===== src/rtl/call_panel_if.sv =====
// Button, door/engine status and call-output bundle between the panel and its controller.
interface call_panel_if;
  logic [2:0] interior_btn;
  logic [2:0] exterior_btn;
  logic [2:0] doors;
  logic [1:0] engine;
  logic [2:0] requests;
  logic [2:0] req_pulse;
  logic [2:0] interior_lamp;
  logic [2:0] exterior_lamp;
  logic       fault;

  modport master (
    output interior_btn, exterior_btn, doors, engine,
    input  requests, req_pulse, interior_lamp, exterior_lamp, fault
  );

  modport slave (
    input  interior_btn, exterior_btn, doors, engine,
    output requests, req_pulse, interior_lamp, exterior_lamp, fault
  );
endinterface


===== src/rtl/call_panel.sv =====
// Three-floor call panel: synchronises and debounces six buttons, latches calls until the
// controller parks at the floor with doors open, and flags door/engine protocol violations.
module call_panel #(
  parameter int DEBOUNCE = 4,
  parameter int SERVE    = 3
) (
  input  logic         CLK,
  input  logic         RST,
  call_panel_if.slave  bus
);

  localparam logic [1:0] S_IDLE   = 2'd0;
  localparam logic [1:0] S_ARM    = 2'd1;
  localparam logic [1:0] S_HELD   = 2'd2;
  localparam logic [1:0] S_DISARM = 2'd3;

  // The count is compared before its increment, hence DEBOUNCE-1.
  localparam logic [3:0] DB_LAST = 4'(DEBOUNCE - 1);
  localparam logic [3:0] SRV_MAX = 4'(SERVE);

  logic [5:0] w_btn;
  logic [5:0] r_sync1;
  logic [5:0] r_sync2;
  logic [1:0] r_st  [6];
  logic [3:0] r_cnt [6];
  logic [5:0] r_press;
  logic [3:0] r_srv [3];
  logic [2:0] r_int_req;
  logic [2:0] r_ext_req;
  logic [2:0] r_req_d;
  logic [2:0] r_req_pulse;
  logic       r_fault;

  logic [2:0] w_cond;
  logic       w_viol;
  logic [2:0] w_clr;
  logic [2:0] w_int_set;
  logic [2:0] w_ext_set;
  logic [2:0] w_requests;

  // Bits 0..2 are cab buttons, 3..5 hall buttons.
  assign w_btn = {bus.exterior_btn, bus.interior_btn};

  always_ff @(posedge CLK or negedge RST) begin
    if (!RST) begin
      r_sync1 <= '0;
      r_sync2 <= '0;
    end else begin
      r_sync1 <= w_btn;
      r_sync2 <= r_sync1;
    end
  end

  always_ff @(posedge CLK or negedge RST) begin
    if (!RST) begin
      for (int i = 0; i < 6; i++) begin
        r_st[i]  <= S_IDLE;
        r_cnt[i] <= 4'd0;
      end
      r_press <= '0;
    end else begin
      for (int i = 0; i < 6; i++) begin
        r_press[i] <= 1'b0;
        case (r_st[i])
          S_IDLE: begin
            if (r_sync2[i]) begin
              r_st[i]  <= S_ARM;
              r_cnt[i] <= 4'd1;
            end
          end
          S_ARM: begin
            if (r_sync2[i]) begin
              r_cnt[i] <= r_cnt[i] + 4'd1;
              if (r_cnt[i] >= DB_LAST) begin
                r_st[i]    <= S_HELD;
                r_press[i] <= 1'b1;
              end
            end else begin
              r_st[i]  <= S_IDLE;
              r_cnt[i] <= 4'd0;
            end
          end
          S_HELD: begin
            if (!r_sync2[i]) begin
              r_st[i]  <= S_DISARM;
              r_cnt[i] <= 4'd1;
            end
          end
          S_DISARM: begin
            if (!r_sync2[i]) begin
              r_cnt[i] <= r_cnt[i] + 4'd1;
              if (r_cnt[i] >= DB_LAST) begin
                r_st[i] <= S_IDLE;
              end
            end else begin
              r_st[i] <= S_HELD;
            end
          end
          default: begin
            r_st[i]  <= S_IDLE;
            r_cnt[i] <= 4'd0;
          end
        endcase
      end
    end
  end

  // A violation is multiple doors open, the illegal engine code, or doors open while moving.
  assign w_viol = ((bus.doors & (bus.doors - 3'd1)) != 3'd0) ||
                  (bus.engine == 2'b01) ||
                  ((bus.doors != 3'd0) && (bus.engine != 2'b00));

  assign w_cond = {bus.doors == 3'b100, bus.doors == 3'b010, bus.doors == 3'b001} &
                  {3{bus.engine == 2'b00}};

  always_comb begin
    w_clr = '0;
    for (int f = 0; f < 3; f++) begin
      w_clr[f] = (r_srv[f] == SRV_MAX) && !w_viol;
    end
  end

  assign w_int_set = r_press[2:0] & ~w_cond;
  assign w_ext_set = r_press[5:3] & ~w_cond;

  always_ff @(posedge CLK or negedge RST) begin
    if (!RST) begin
      for (int f = 0; f < 3; f++) begin
        r_srv[f] <= 4'd0;
      end
    end else begin
      for (int f = 0; f < 3; f++) begin
        if (w_cond[f] && !w_viol) begin
          if (r_srv[f] != SRV_MAX) begin
            r_srv[f] <= r_srv[f] + 4'd1;
          end
        end else begin
          r_srv[f] <= 4'd0;
        end
      end
    end
  end

  // Clear dominates a same-cycle set.
  always_ff @(posedge CLK or negedge RST) begin
    if (!RST) begin
      r_int_req   <= '0;
      r_ext_req   <= '0;
      r_req_d     <= '0;
      r_req_pulse <= '0;
      r_fault     <= 1'b0;
    end else begin
      r_int_req   <= (r_int_req | w_int_set) & ~w_clr;
      r_ext_req   <= (r_ext_req | w_ext_set) & ~w_clr;
      r_req_d     <= w_requests;
      r_req_pulse <= w_requests & ~r_req_d;
      r_fault     <= r_fault | w_viol;
    end
  end

  assign w_requests        = r_int_req | r_ext_req;
  assign bus.requests      = w_requests;
  assign bus.req_pulse     = r_req_pulse;
  assign bus.interior_lamp = r_int_req;
  assign bus.exterior_lamp = r_ext_req;
  assign bus.fault         = r_fault;

endmodule


===== src/flat_wrapper.sv =====
// flat-port wrapper written by rule: the top's interface ports become plain ports
module call_panel_flat 
#(
  parameter int DEBOUNCE = 4,
  parameter int SERVE    = 3
)
  (CLK, RST, bus_interior_btn, bus_exterior_btn, bus_doors, bus_engine, bus_requests, bus_req_pulse, bus_interior_lamp, bus_exterior_lamp, bus_fault);
  call_panel_if bus_i ();
  input  logic CLK;
  input  logic RST;
  input wire logic [$bits(bus_i.interior_btn)-1:0] bus_interior_btn;
  input wire logic [$bits(bus_i.exterior_btn)-1:0] bus_exterior_btn;
  input wire logic [$bits(bus_i.doors)-1:0] bus_doors;
  input wire logic [$bits(bus_i.engine)-1:0] bus_engine;
  output wire logic [$bits(bus_i.requests)-1:0] bus_requests;
  output wire logic [$bits(bus_i.req_pulse)-1:0] bus_req_pulse;
  output wire logic [$bits(bus_i.interior_lamp)-1:0] bus_interior_lamp;
  output wire logic [$bits(bus_i.exterior_lamp)-1:0] bus_exterior_lamp;
  output wire logic [$bits(bus_i.fault)-1:0] bus_fault;
  assign bus_i.interior_btn = bus_interior_btn;
  assign bus_i.exterior_btn = bus_exterior_btn;
  assign bus_i.doors = bus_doors;
  assign bus_i.engine = bus_engine;
  assign bus_requests = bus_i.requests;
  assign bus_req_pulse = bus_i.req_pulse;
  assign bus_interior_lamp = bus_i.interior_lamp;
  assign bus_exterior_lamp = bus_i.exterior_lamp;
  assign bus_fault = bus_i.fault;
  call_panel #(.DEBOUNCE(DEBOUNCE), .SERVE(SERVE)) u_core (.CLK(CLK), .RST(RST), .bus(bus_i));
endmodule

===== config.mk =====
export PLATFORM = sky130hd
export DESIGN_NAME = call_panel_flat
export DESIGN_NICKNAME = d
export VERILOG_FILES = /design/src/rtl/call_panel_if.sv /design/src/rtl/call_panel.sv /design/src/flat_wrapper.sv
export SDC_FILE = /design/constraint.sdc
export NUM_CORES = 1
export LEC_CHECK = 0
export BUFFER_PORTS_ARGS = -buffer_cell sky130_fd_sc_hd__buf_2
export CAP_MARGIN = 40
export CORE_UTILIZATION = 35
export DETAILED_ROUTE_END_ITERATION = 12
export GPL_TIMING_DRIVEN = 0
export PLACE_DENSITY = 0.47
export SLEW_MARGIN = 0
export SYNTH_ARGS = -nofsm -noshare
export SYNTH_HDL_FRONTEND = slang
export SYNTH_SLANG_ARGS = --single-unit

===== constraint.sdc =====
create_clock -name CLK -period 3.7 [get_ports CLK]
set_clock_uncertainty 0.2 [all_clocks]
set_input_delay 0.74 -clock CLK [delete_from_list [all_inputs] [get_ports CLK]]
set_output_delay 0.74 -clock CLK [all_outputs]
set_load 0.01 [all_outputs]

=== Yosys cells after proc, flatten, opt, wreduce, memory -nomap -nowiden ===
Cells that the tools add are included.

* $add $sub $neg: 10
* Multipliers: 0
* Divide/modulo/power cells: 0
* $lt $le $gt $ge: 6
* Equality and inequality tests: 61
* Shift operators: 0
* Muxes and demuxes: 96
* Bitwise gates (word level): 14
* Reduce and logical (&&, ||, !) cells: 32

{| class="wikitable"
|+ Operators with widths
! operator !! number
|-
| $mux W4 || 30
|-
| $pmux W4 S4 || 6
|-
| $mux W2 || 36
|-
| $pmux W2 S4 || 6
|-
| $add A4 B1 Y4 const B || 9
|-
| $ne A2 B2 Y1 const B || 15
|-
| $eq A2 B2 Y1 const B || 12
|-
| $ge A4 B2 Y1 const B || 6
|-
| $reduce_and A4 Y1 || 6
|-
| $and A3 B3 Y3 || 7
|-
| $mux W1 || 18
|-
| $ne A3 B1 Y1 const B || 6
|-
| $ne A3 B3 Y1 const B || 6
|-
| $reduce_and A3 Y1 || 6
|-
| $eq A2 B1 Y1 const B || 7
|-
| $logic_not A2 Y1 || 7
|-
| $eq A4 B2 Y1 const B || 3
|-
| $ne A2 B1 Y1 const B || 6
|-
| $ne A4 B2 Y1 const B || 3
|-
| $not A3 Y3 || 3
|-
| $or A3 B3 Y3 || 3
|-
| $logic_and A1 B1 Y1 || 7
|-
| $reduce_bool A3 Y1 || 2
|-
| $eq A3 B1 Y1 const B || 1
|-
| other kinds (7) || 8
|}

* Flip-flop bits (word level): 79
* Bits in latches: 0
* Bits in writable memories: 0
* Memory bits (read-only): 0
* Input bits: 13
* Word-level logic and storage cells: 242
* Memories kept: 0

=== Longest topological paths before layout ===
* Depth in word-level cells: 9
* Depth in mapped cells: 4
* Depth with buffers taken out: 4

=== Worst setup path before layout ===
Ideal clock, no wire load.

* Kind: input port to flip-flop
* Start: input port bus_doors[0]
* End: register u_core.r_srv[2] (netlist bit)
* Arrival time: 1535 ps
* Path slack: 1888 ps
* Stages on the path: 3
* Buffers on the path: 0
* Cells stage by stage: or3_1 > or2_1 > a21oi_1

* Longest elaborated chain between the ends: 8
* Elaborated cells on any way between the ends: 13
* Those cells by class: 1 x add/sub; 2 x eq/ne; 1 x mux; 2 x bitwise; 7 x reduce/logical

{| class="wikitable"
|+ Ends and longest elaborated chain
! item !! RTL line !! RTL
|-
| start: declaration || flat_wrapper.sv:13 || <nowiki>input wire logic [$bits(bus_i.doors)-1:0] bus_doors;</nowiki>
|-
| $sub A3 B1 Y3 || call_panel.sv:109 || <nowiki>assign w_viol = ((bus.doors & (bus.doors - 3'd1)) != 3'd0) ||</nowiki>
|-
| $and A3 B3 Y3 || call_panel.sv:109 ||
|-
| $reduce_bool A3 Y1 || call_panel.sv:109 ||
|-
| $logic_or A1 B1 Y1 || call_panel.sv:109 ||
|-
| $logic_or A1 B1 Y1 || call_panel.sv:110 || <nowiki>(bus.engine == 2'b01) ||</nowiki>
|-
| $logic_not A1 Y1 || call_panel.sv:133 || <nowiki>if (w_cond[f] && !w_viol) begin</nowiki>
|-
| $logic_and A1 B1 Y1 * || call_panel.sv:133 ||
|-
| $ne A2 B2 Y1 (no line) / $mux W4 (equally long branches) || n/a ||
|-
| end signal: indexed assignment || call_panel.sv:135 || <nowiki>r_srv[f] <= r_srv[f] + 4'd1;</nowiki>
|-
| end: declaration || call_panel.sv:27 || <nowiki>logic [3:0] r_srv [3];</nowiki>
|}

Every way passes the cells marked *; elsewhere a longest branch is shown, timed or not.
A chain may end at the register's enable or synchronous reset.

=== Worst setup path after layout ===
* Start: register u_core.r_int_req[0] (netlist: u_core.bus.interior_lamp[0])
* End: output port bus_requests[0]

* Longest elaborated chain between the ends: 1

{| class="wikitable"
|+ Ends and longest elaborated chain
! item !! RTL line !! RTL
|-
| start: declaration || call_panel.sv:28 || <nowiki>logic [2:0] r_int_req;</nowiki>
|-
| start signal: assignment || call_panel.sv:153 || <nowiki>r_int_req <= (r_int_req | w_int_set) & ~w_clr;</nowiki>
|-
| $or A3 B3 Y3 || call_panel.sv:161 || <nowiki>assign w_requests = r_int_req | r_ext_req;</nowiki>
|-
| end: declaration || flat_wrapper.sv:15 || <nowiki>output wire logic [$bits(bus_i.requests)-1:0] bus_requests;</nowiki>
|}

No other way between the ends.

==> results.sh <==
export IMPL_dieArea_sq_um=10300
export IMPL_portBuffers=25
export IMPL_synth_cells=297
export IMPL_synth_simple_gate_area_share_pct=17.3
export IMPL_wire_per_inst_um=13.1
export IMPL_via_per_inst=4.92
export IMPL_synth_area_leaders="dfrtp_1 57%, ha_1 3.2%, xor2_1 2.8%"
export IMPL_post_cts_resized=0
export IMPL_synth_adder_area_share_pct=3.24
export IMPL_start_util_pct=35.9
export IMPL_grt_pass1_wl_mm=10.7
export IMPL_final_common_cell="dfrtp_1"
export IMPL_layout_common_cells="79 x dfrtp_1, 26 x buf_2, 20 x nor2_1"
export IMPL_tns_ps=0
export IMPL_cts_tree="built"
export IMPL_p_leak_nw=1.80
export IMPL_synth_area_sq_um=3480
export IMPL_final_layout_size_suffix_gt1_share_pct=15.0
export IMPL_syn_nets=319
export IMPL_path_buf_inv=1
export IMPL_synth_edff_count=0
export IMPL_crit_chain="or2_2 > buf_2"
export IMPL_place_area_sq_um=3800
export IMPL_layout_nets=356
export IMPL_start_kind="flip-flop"
export IMPL_die_w_um=102
export IMPL_p_sw_w=0.000835
export IMPL_fin_util_pct=41.2
export IMPL_clockBufferDepth=2
export IMPL_crit_family="flip-flops"
export IMPL_synthFlopType="dfrtp_1"
export IMPL_diodes=0
export IMPL_slowest_delay_ps=410
export IMPL_async_reset_ff_share_pct=100
export IMPL_worstPathArrival_ps=1210
export IMPL_period_needed_ps=2150
export IMPL_hp_class="in -> async"
export IMPL_powerDensity_nw_per_um2=643
export IMPL_maxCapViolCount=0
export IMPL_critPathKind="reg -> out"
export IMPL_htree_levels=3
export IMPL_cp_max_fo=3
export IMPL_synth_cell_types=44
export IMPL_pwr_share_comb_pct=27.5
export IMPL_synth_area_leader_cell="dfrtp_1"
export IMPL_cp_required_ps=2760
export IMPL_ys_ff_latch=79
export IMPL_antenna_left=0
export IMPL_ys_seq_area_share_pct=56.9
export IMPL_drt_total_wl_mm=6.16
export IMPL_p_clk_share_pct=24.8
export IMPL_gp_congestion=0.750
export IMPL_status="complete, no violations"
export IMPL_grt_pass1_vias=2288
export IMPL_antenna_found_initial=0
export IMPL_design_portCount=26
export IMPL_max_freq_mhz=465
export IMPL_drc=0
export IMPL_first_pass_iters=4
export IMPL_synth_top_area_share_pct=56.9
export IMPL_grt_max_degree=49
export IMPL_muxShareOfSynthArea_pct=3.42
export IMPL_grt_overflow_total=0
export IMPL_fin_area_sq_um=3990
export IMPL_area_growth_pct=14.8
export IMPL_synth_warnings=0
export IMPL_hold_buffers=0
export IMPL_setup_viol=0
export IMPL_rsz0062_at_grt="false"
export IMPL_synth_top_family_by_area="simple AND/OR/NAND/NOR gates"
export IMPL_vias=2322
export IMPL_cp_slowest_cell="dfrtp_1"
export IMPL_p_sw_share_pct=32.5
export IMPL_dp_cells=456
export IMPL_avgSynthCellArea_sq_um=11.7
export IMPL_place_hpwl_mm=4.28
export IMPL_seq_power_share_pct=47.6
export IMPL_clkSinkCount=79
export IMPL_clock_latency_ps=350
export IMPL_row_count=36
export IMPL_grtUsageTotal_pct=13.5
export IMPL_clk_pin_slew_ps=80
export IMPL_internal_power_w=0.00173
export IMPL_die_h_um=102
export IMPL_final_cells=472
export IMPL_finalHoldViolations=0
export IMPL_fin_crit_sh_pct=58.1
export IMPL_tightest_slew_ps=601
export IMPL_cts_setup_buffers=0
export IMPL_synth_compound_area_share_pct=12.8
export IMPL_fp_coreArea_sq_um=9680
export IMPL_root_buffer="clkbuf_8"
export IMPL_drt_iter0_drc=98
export IMPL_end_kind="primary output"
export IMPL_slew_viol_final=0
export IMPL_synth_xor_area_share_pct=4.28
export IMPL_ir_worst_vdd_mv=0.289
export IMPL_relSlewSlack_pct=59.8
export IMPL_cts_buffers=9
[per-stage QoR]
step	setup slack, ps	power [W]	hold WS [ps]
3_5_place_dp	1610	0.00195	136
2_1_floorplan	1890	0.00176	131
4_1_cts	1510	0.00261	132
6_report	1550	0.00257	130
3_3_place_gp	1000	0.00193	133
5_1_grt	1480	0.00277	143
[layout make-up]
cell class              count  area, sq um
inverters                   6         22.5
repair buffers             26          155
clock buffers              13          149
clock inverters             3         42.5
flip-flops and latches     79         1980
plain buffers              11         51.3
multi-input cells         201         1430
well taps                 133          166
fillers                   922         5690
[power groups by stage]
stage	sequential [W]	clock, W	combinational [W]
final	0.00122	0.000637	0.000706
after global routing	0.00126	0.000711	0.000807
after CTS	0.00122	0.000674	0.000715
after detailed placement	0.00124	0	0.000715
after global placement	0.00124	0	0.000695
after floorplan	0.00120	0	0.000554
[sequential cells by signal, indices dropped and copies added (netlist names), named ones only]
| name | cells |
|---|---|
| u_core.bus.exterior_lamp | 3 |
| u_core.r_srv | 12 |
| u_core.r_cnt | 24 |
| u_core.bus.fault | 1 |
| u_core.r_press | 6 |
| u_core.r_req_d | 3 |
| u_core.bus.req_pulse | 3 |
| u_core.r_sync1 | 6 |
| u_core.r_st | 6 |
| u_core.r_sync2 | 6 |
| u_core.bus.interior_lamp | 3 |
[per-layer routing]
layer  global-route usage [%]  routed length (um)  up-vias
met5                        0                   0        -
met4                     5.35                  70        0
met1                     18.1                3130     1141
met2                     20.2                2710       28
li1                         -                   -     1147
met3                     4.49                 254        6
[worst register-to-register path, cell delays in order, from the launching register on]
cell	delay [ps]
dfrtp_1	440
ha_1	260
nor3_1	260
nand2b_1	160
mux2_2	330
[Yosys cell counts, drive strengths merged, types with 4 or more instances]
cell     n
a211o    5
a21oi    4
a22o     5
a22oi    5
a31oi    5
a32o     6
and2     5
and4b    4
clkbuf   8
dfrtp   79
ha       9
inv      6
mux2     7
mux2i    4
nand2   17
nand2b  15
nand3    9
nor2    20
nor3b    9
nor4b    6
o21ai    5
o22ai    5
o31ai    5
or3      6
xnor2    6
xor2    11
[final timing paths]
kind / start / to / slack, ps / cells past startpoint
setup / recovery: u_core.bus.interior_lamp[0] / bus_requests[0] / 1550 / 2
hold / removal: RST / u_core.r_cnt[16] / 130 / 1
setup reg to reg: u_core.r_cnt[16] / flip-flop / 1940 / 4
hold reg to reg: u_core.r_sync1[4] / u_core.r_sync2[4] / 150 / 0
max in group asynchronous: RST / u_core.r_sync1[5] / 2580 / 2
min in group CLK: u_core.r_sync1[4] / u_core.r_sync2[4] / 150 / 0
[kinds of logic (layout without fill, tap and decap cells)]
logic type,Yosys count,in the layout
muxes,11,11
DFF,79,79
xor gates and xnor gates,17,17
adders and majority gates,9,9
AOI/OAI and AO/OA,58,58
buffers and inverters,17,59
and+or+nand+nor,106,106
Power figures use the tool's default switching activity.
